[src/rtl/softmax_argmax_stream.sv]
// rtl/softmax_argmax_stream.sv - streaming signed argmax over LANES scores per beat, optional top-2 margin (SOFTMAX_TOP2_EN)
module softmax_argmax_stream #(
    parameter int DATA_W      = 8,
    parameter int IDX_W       = 5,
    parameter int LANES       = 4,
    parameter int NUM_CLASSES = 29
) (
    input  logic                    clk,
    input  logic                    resetn,
    input  logic                    in_valid,
    output logic                    in_ready,
    input  logic [LANES*DATA_W-1:0] in_data,
    input  logic [LANES-1:0]        in_lane_en,
    input  logic                    in_last,
    output logic                    out_valid,
    input  logic                    out_ready,
    output logic [IDX_W-1:0]        out_index,
    output logic [DATA_W-1:0]       out_data,
    output logic                    out_err,
    output logic [DATA_W:0]         out_margin
);
    localparam int CW = IDX_W + 5;
    localparam int BW = IDX_W + 1;
    localparam int NW = IDX_W + 5;
    localparam logic [DATA_W-1:0] MOST_NEG = {1'b1, {(DATA_W-1){1'b0}}};
    localparam logic [IDX_W:0]    CNT_MAX  = '1;
    localparam logic [BW-1:0]     BEAT_MAX = '1;

    typedef enum logic {IDLE, ACCUM} state_t;
    state_t state, state_nxt;
    logic   seed;
    logic   accept;

    logic signed [DATA_W-1:0] best_val;
    logic [IDX_W-1:0]         best_idx;
    logic                     best_has;
    logic [BW-1:0]            beat_cnt;
    logic [IDX_W:0]           cls_cnt;
    logic                     ovf;

    logic [CW-1:0]            lane_idx;
    logic signed [DATA_W-1:0] lane_sc;
    logic signed [DATA_W-1:0] b_val;
    logic [IDX_W-1:0]         b_idx;
    logic                     b_has;
    logic                     ovf_nxt;
    logic [3:0]               pc;
    logic [NW-1:0]            cnt_sum;
`ifdef SOFTMAX_TOP2_EN
    logic signed [DATA_W-1:0] sec_val;
    logic                     sec_has;
    logic signed [DATA_W-1:0] s_val;
    logic                     s_has;
    logic [DATA_W:0]          margin_nxt;
`endif

    assign in_ready = !out_valid || out_ready;
    assign accept   = in_valid && in_ready;

    always_ff @(posedge clk or negedge resetn) begin
        if (!resetn) state <= IDLE;
        else         state <= state_nxt;
    end

    always_comb begin
        state_nxt = state;
        if (accept) state_nxt = in_last ? IDLE : ACCUM;
    end

    always_comb begin
        seed = (state == IDLE);
    end

    // Lanes are scanned in ascending order with strict '>' so ties keep the lower index.
    always_comb begin
        b_val    = seed ? MOST_NEG : best_val;
        b_idx    = seed ? '0 : best_idx;
        b_has    = seed ? 1'b0 : best_has;
        ovf_nxt  = seed ? 1'b0 : ovf;
`ifdef SOFTMAX_TOP2_EN
        s_val    = seed ? MOST_NEG : sec_val;
        s_has    = seed ? 1'b0 : sec_has;
`endif
        pc       = '0;
        lane_idx = '0;
        lane_sc  = '0;
        for (int k = 0; k < LANES; k++) begin
            lane_idx = CW'(beat_cnt) * CW'(LANES) + CW'(k);
            lane_sc  = in_data[k*DATA_W +: DATA_W];
            if (in_lane_en[k]) begin
                pc = pc + 4'd1;
                if (lane_idx >= CW'(2**IDX_W)) begin
                    ovf_nxt = 1'b1;
                end else if (!b_has || lane_sc > b_val) begin
`ifdef SOFTMAX_TOP2_EN
                    if (b_has) begin
                        s_val = b_val;
                        s_has = 1'b1;
                    end
`endif
                    b_val = lane_sc;
                    b_idx = lane_idx[IDX_W-1:0];
                    b_has = 1'b1;
                end
`ifdef SOFTMAX_TOP2_EN
                else if (!s_has || lane_sc > s_val) begin
                    s_val = lane_sc;
                    s_has = 1'b1;
                end
`endif
            end
        end
        cnt_sum = (seed ? '0 : NW'(cls_cnt)) + NW'(pc);
`ifdef SOFTMAX_TOP2_EN
        margin_nxt = !b_has ? '0 :
                     !s_has ? '1 :
                     ({b_val[DATA_W-1], b_val} - {s_val[DATA_W-1], s_val});
`endif
    end

    always_ff @(posedge clk or negedge resetn) begin
        if (!resetn) begin
            out_valid <= 1'b0;
            out_index <= '0;
            out_data  <= '0;
            out_err   <= 1'b0;
            best_val  <= MOST_NEG;
            best_idx  <= '0;
            best_has  <= 1'b0;
            beat_cnt  <= '0;
            cls_cnt   <= '0;
            ovf       <= 1'b0;
`ifdef SOFTMAX_TOP2_EN
            sec_val    <= MOST_NEG;
            sec_has    <= 1'b0;
            out_margin <= '0;
`endif
        end else if (accept) begin
            if (in_last) begin
                out_valid <= 1'b1;
                out_index <= b_idx;
                out_data  <= b_val;
                out_err   <= ovf_nxt || (cnt_sum != NW'(NUM_CLASSES));
                best_val  <= MOST_NEG;
                best_idx  <= '0;
                best_has  <= 1'b0;
                beat_cnt  <= '0;
                cls_cnt   <= '0;
                ovf       <= 1'b0;
`ifdef SOFTMAX_TOP2_EN
                sec_val    <= MOST_NEG;
                sec_has    <= 1'b0;
                out_margin <= margin_nxt;
`endif
            end else begin
                best_val <= b_val;
                best_idx <= b_idx;
                best_has <= b_has;
                beat_cnt <= (beat_cnt == BEAT_MAX) ? beat_cnt : beat_cnt + 1'b1;
                cls_cnt  <= (cnt_sum > NW'(CNT_MAX)) ? CNT_MAX : cnt_sum[IDX_W:0];
                ovf      <= ovf_nxt;
`ifdef SOFTMAX_TOP2_EN
                sec_val  <= s_val;
                sec_has  <= s_has;
`endif
            end
        end else if (out_ready) begin
            out_valid <= 1'b0;
        end
    end

`ifndef SOFTMAX_TOP2_EN
    assign out_margin = '0;
`endif
endmodule

[config.mk]
export PLATFORM = sky130hd
export DESIGN_NAME = softmax_argmax_stream
export DESIGN_NICKNAME = d
export VERILOG_FILES = /design/src/rtl/softmax_argmax_stream.sv
export SDC_FILE = /design/constraint.sdc
export NUM_CORES = 1
export LEC_CHECK = 0
export CORE_ASPECT_RATIO = 0.7
export CORE_MARGIN = 2
export CORE_UTILIZATION = 44
export DETAILED_ROUTE_END_ITERATION = 10
export PLACE_DENSITY = 0.68
export SYNTH_ARGS = -nofsm -noshare
export SYNTH_HDL_FRONTEND = slang
export SYNTH_SLANG_ARGS = --single-unit
[constraint.sdc]
create_clock -name clk -period 17.35 [get_ports clk]
set_clock_uncertainty 0.1 [all_clocks]
set_input_delay 3.47 -clock clk [delete_from_list [all_inputs] [get_ports clk]]
set_output_delay 3.47 -clock clk [all_outputs]
set_load 0.1 [all_outputs]
==> out/metrics.cfg <==
[outcome]
outcome = finished clean

[route]
final_antenna_net_count = 0
wl_mm = 10.8
wire_per_inst_um = 17.4
remaining_drc_errors = 0
vias = 3632
dr.pass1.iters = 5
vias_per_cell = 5.84
drtIter0Drc = 284

[timing]
timing.slew.headroom_pct = 26.3
fin_crit_ps = 12780
worst_pin_slew_ps = 1100
max_freq_ghz = 0.0782
maxSlewViolCount = 0
hold_ws_ps = 367
finalHoldViolCount = 0
finalCritPeriodShare_pct = 73.7
setup_violations = 0
rsz0062_at_grt = false
finalSetupTns_ps = 0

[global_routing]
grt_pass1_vias = 3325
overflow = 0
antenna_found_initial = 0
grt_usage_pct = 23.3
grt_max_degree = 44
grt_pass1_wl_mm = 17.2

[final_layout]
multi_input_area_mm2 = 0.00252
area_growth_pct = 19.2
register_area_mm2 = 0.00108
drive_gt1_share_pct = 5.78
fill_cells = 787
nets = 584
insertedDiodeCount = 0

[placement]
hpwl_mm = 8.45
portBuffers = 56
place.gp.congestion = 0.933

[power]
leakage_nw = 2.02
power_density_mw_per_mm2 = 127
clockPowerShare_pct = 17.9
p_sw_share_pct = 48.9
pwr-share-seq_pct = 25.4
ir_drop_uv = 81.9
internal_power_w = 0.000295
p_comb_share_pct = 56.7
netSwitchingPower_w = 0.000282

[critical_path]
end_kind = register
crit_fanout = 20
critical-path-slowest-cell = a21oi_1
crit_type = primary input to register
critPathLaunchType = primary input
arrival_ps = 12840
cp_data_required_time_ps = 17400
critPathMaxStageDelay_ps = 850

[clock_tree]
cts_hold_buf = 0
cts_root_buf = clkbuf_16
cts_tree = yes
cts-htree-levels = 2
cts_sinks = 43
cts_setup_buffers = 0
path_clk_slew_ps = 60
cts_buffers = 5
postCtsResizedCells = 0
ctsLongestPathBuffers = 2
clk_latency_ps = 280

[synth]
synthMuxAreaShare_pct = 1.67
ys_top_cells_by_area = dfrtp_1 (28%), ha_1 (13%), o21ai_0 (6.8%)
synth_top_flop_cell = dfrtp_1
synthAdderAreaFrac_pct = 13.6
syn_inst = 462
synthSimpleGateAreaFrac_pct = 20.2
synth_top_family_by_area = compound AO/OA/AOI/OAI gates
ys_types = 69
synth-xor-area-share_pct = 2.29
netlist_area_mm2 = 0.00382
synth-compound-area-share_pct = 27.2
yosys_warnings = 0
async_reset_ff_share_pct = 100
netlist.area_leader.share_pct = 27.5
syn_area_per_cell_um2 = 8.27
synth_top_area_cell = dfrtp_1
yosysSeqAreaShare_pct = 28.2
netlist_top_cells_count = nand2_1 (52), o21ai_0 (52), dfrtp_1 (42)
synth-seq-cells = 43
synth_edf_count = 0

[die]
core.rowCount = 28
dieArea_mm2 = 0.00945
ios = 66
core_area_mm2 = 0.00844
die_x_um = 115
start_util_pct = 45.2
die_y_um = 82.0

[flow_run]
maxCapViolCount = 0

[hold_path]
hp-class = register to register

[cells by family after synthesis]
| logic type | Yosys count |
|---|---|
| adder cells (fa/ha/maj) | 41 |
| flip-flops | 43 |
| other | 1 |
| buffers and inverters | 54 |
| multiplexers | 6 |
| XOR/XNOR | 10 |
| AND/OR/NAND/NOR | 152 |
| AO/OA/AOI/OAI | 155 |
[worst paths after layout]
kind / cells after the start / from / slack [ps] / end
worst max-delay path: 30 / in_lane_en[0] / 4570 / best_val[4]$_DFFE_PN0P_
worst min-delay path: 1 / cls_cnt[3]$_DFFE_PN0P_ / 370 / cls_cnt[3]$_DFFE_PN0P_
worst max register to register: 32 / state$_DFFE_PN0P_ / 7270 / best_val[4]$_DFFE_PN0P_
worst min register to register: 1 / cls_cnt[3]$_DFFE_PN0P_ / 370 / cls_cnt[3]$_DFFE_PN0P_
max in group asynchronous: 1 / resetn / 13310 / cls_cnt[1]$_DFFE_PN0P_
min in group asynchronous: 1 / resetn / 3230 / out_index[1]$_DFFE_PN0P_
[cell usage in the layout, fill, tap and decap left out, drive strengths merged, types with 3 or more instances in the layout]
cell type | Yosys | routed
clkdlybuf4s50 | 0 | 55
o21ai | 53 | 53
nand2 | 52 | 52
dfrtp | 42 | 42
ha | 40 | 40
a21oi | 28 | 28
nor2 | 22 | 22
inv | 20 | 20
a21o | 19 | 19
nand3 | 15 | 15
nand4 | 11 | 11
conb | 1 | 10
or3 | 10 | 10
and2 | 9 | 9
a31oi | 9 | 9
nor2b | 8 | 8
and3 | 8 | 8
a211oi | 8 | 8
nor3 | 7 | 7
clkbuf | 18 | 6
xor2 | 5 | 5
xnor2 | 5 | 5
o21a | 4 | 4
mux2i | 3 | 3
o221ai | 3 | 3
o211ai | 3 | 3
nand2b | 3 | 3
mux2 | 3 | 3
nor4 | 3 | 3
o22a | 3 | 3
a2111oi | 3 | 3
buf | 16 | 3
[sequential cells by signal (all words and copies together), names as in the netlist]
| name | cells |
|---|---|
| beat_cnt | 6 |
| best_has | 1 |
| best_idx | 5 |
| best_val | 8 |
| cls_cnt | 6 |
| out_data | 8 |
| out_err | 1 |
| out_index | 5 |
| out_valid | 1 |
| ovf | 1 |
| state | 1 |
[critical path, delay by kind of cell]
family	cells	cell delay (ps)
buffers and inverters	2	740
adder cells (fa/ha/maj)	3	920
AND/OR/NAND/NOR	11	3770
AO/OA/AOI/OAI	13	3510
multiplexers	1	400
[final cells by class]
class                   count  area share [%]
multi-input cells         374            55.4
clock buffers               6            2.83
well taps                 120            3.30
flip-flops and latches     43            23.7
inverters                  20            1.65
repair buffers             58            12.5
clock inverters             1           0.660
[layer usage]
| metal | track usage, % | vias to the layer above | part of all wire (%) |
|---|---|---|---|
| li1 | - | 1758 | - |
| met1 | 35.8 | 1682 | 50 |
| met2 | 33.5 | 182 | 39 |
| met3 | 5.39 | 10 | 9.3 |
| met4 | 3.61 | 0 | 0.88 |
| met5 | 0 | - | 0 |
[metrics by stage]
stage	total power, W	cells	area (µm²)	setup slack (ps)	utilization [%]
floorplan	0.000386	471	3850	6700	-
global placement	0.000468	615	4390	4820	52.0
detailed placement	0.000469	615	4390	4470	52.0
CTS	0.000575	622	4550	4780	53.9
global route	0.000612	622	4550	3810	53.9
finish	0.000577	622	4550	4570	53.9
[power by group through the flow]
stage / logic [W] / registers, W / clock network [W]
finish: 0.000327 / 0.000146 / 0.000103
global route: 0.000352 / 0.000149 / 0.000110
CTS: 0.000323 / 0.000146 / 0.000105
detailed placement: 0.000322 / 0.000148 / 0
global placement: 0.000320 / 0.000148 / 0
floorplan: 0.000160 / 0.000226 / 0
Note: power is estimated with default switching activity, not from simulation.
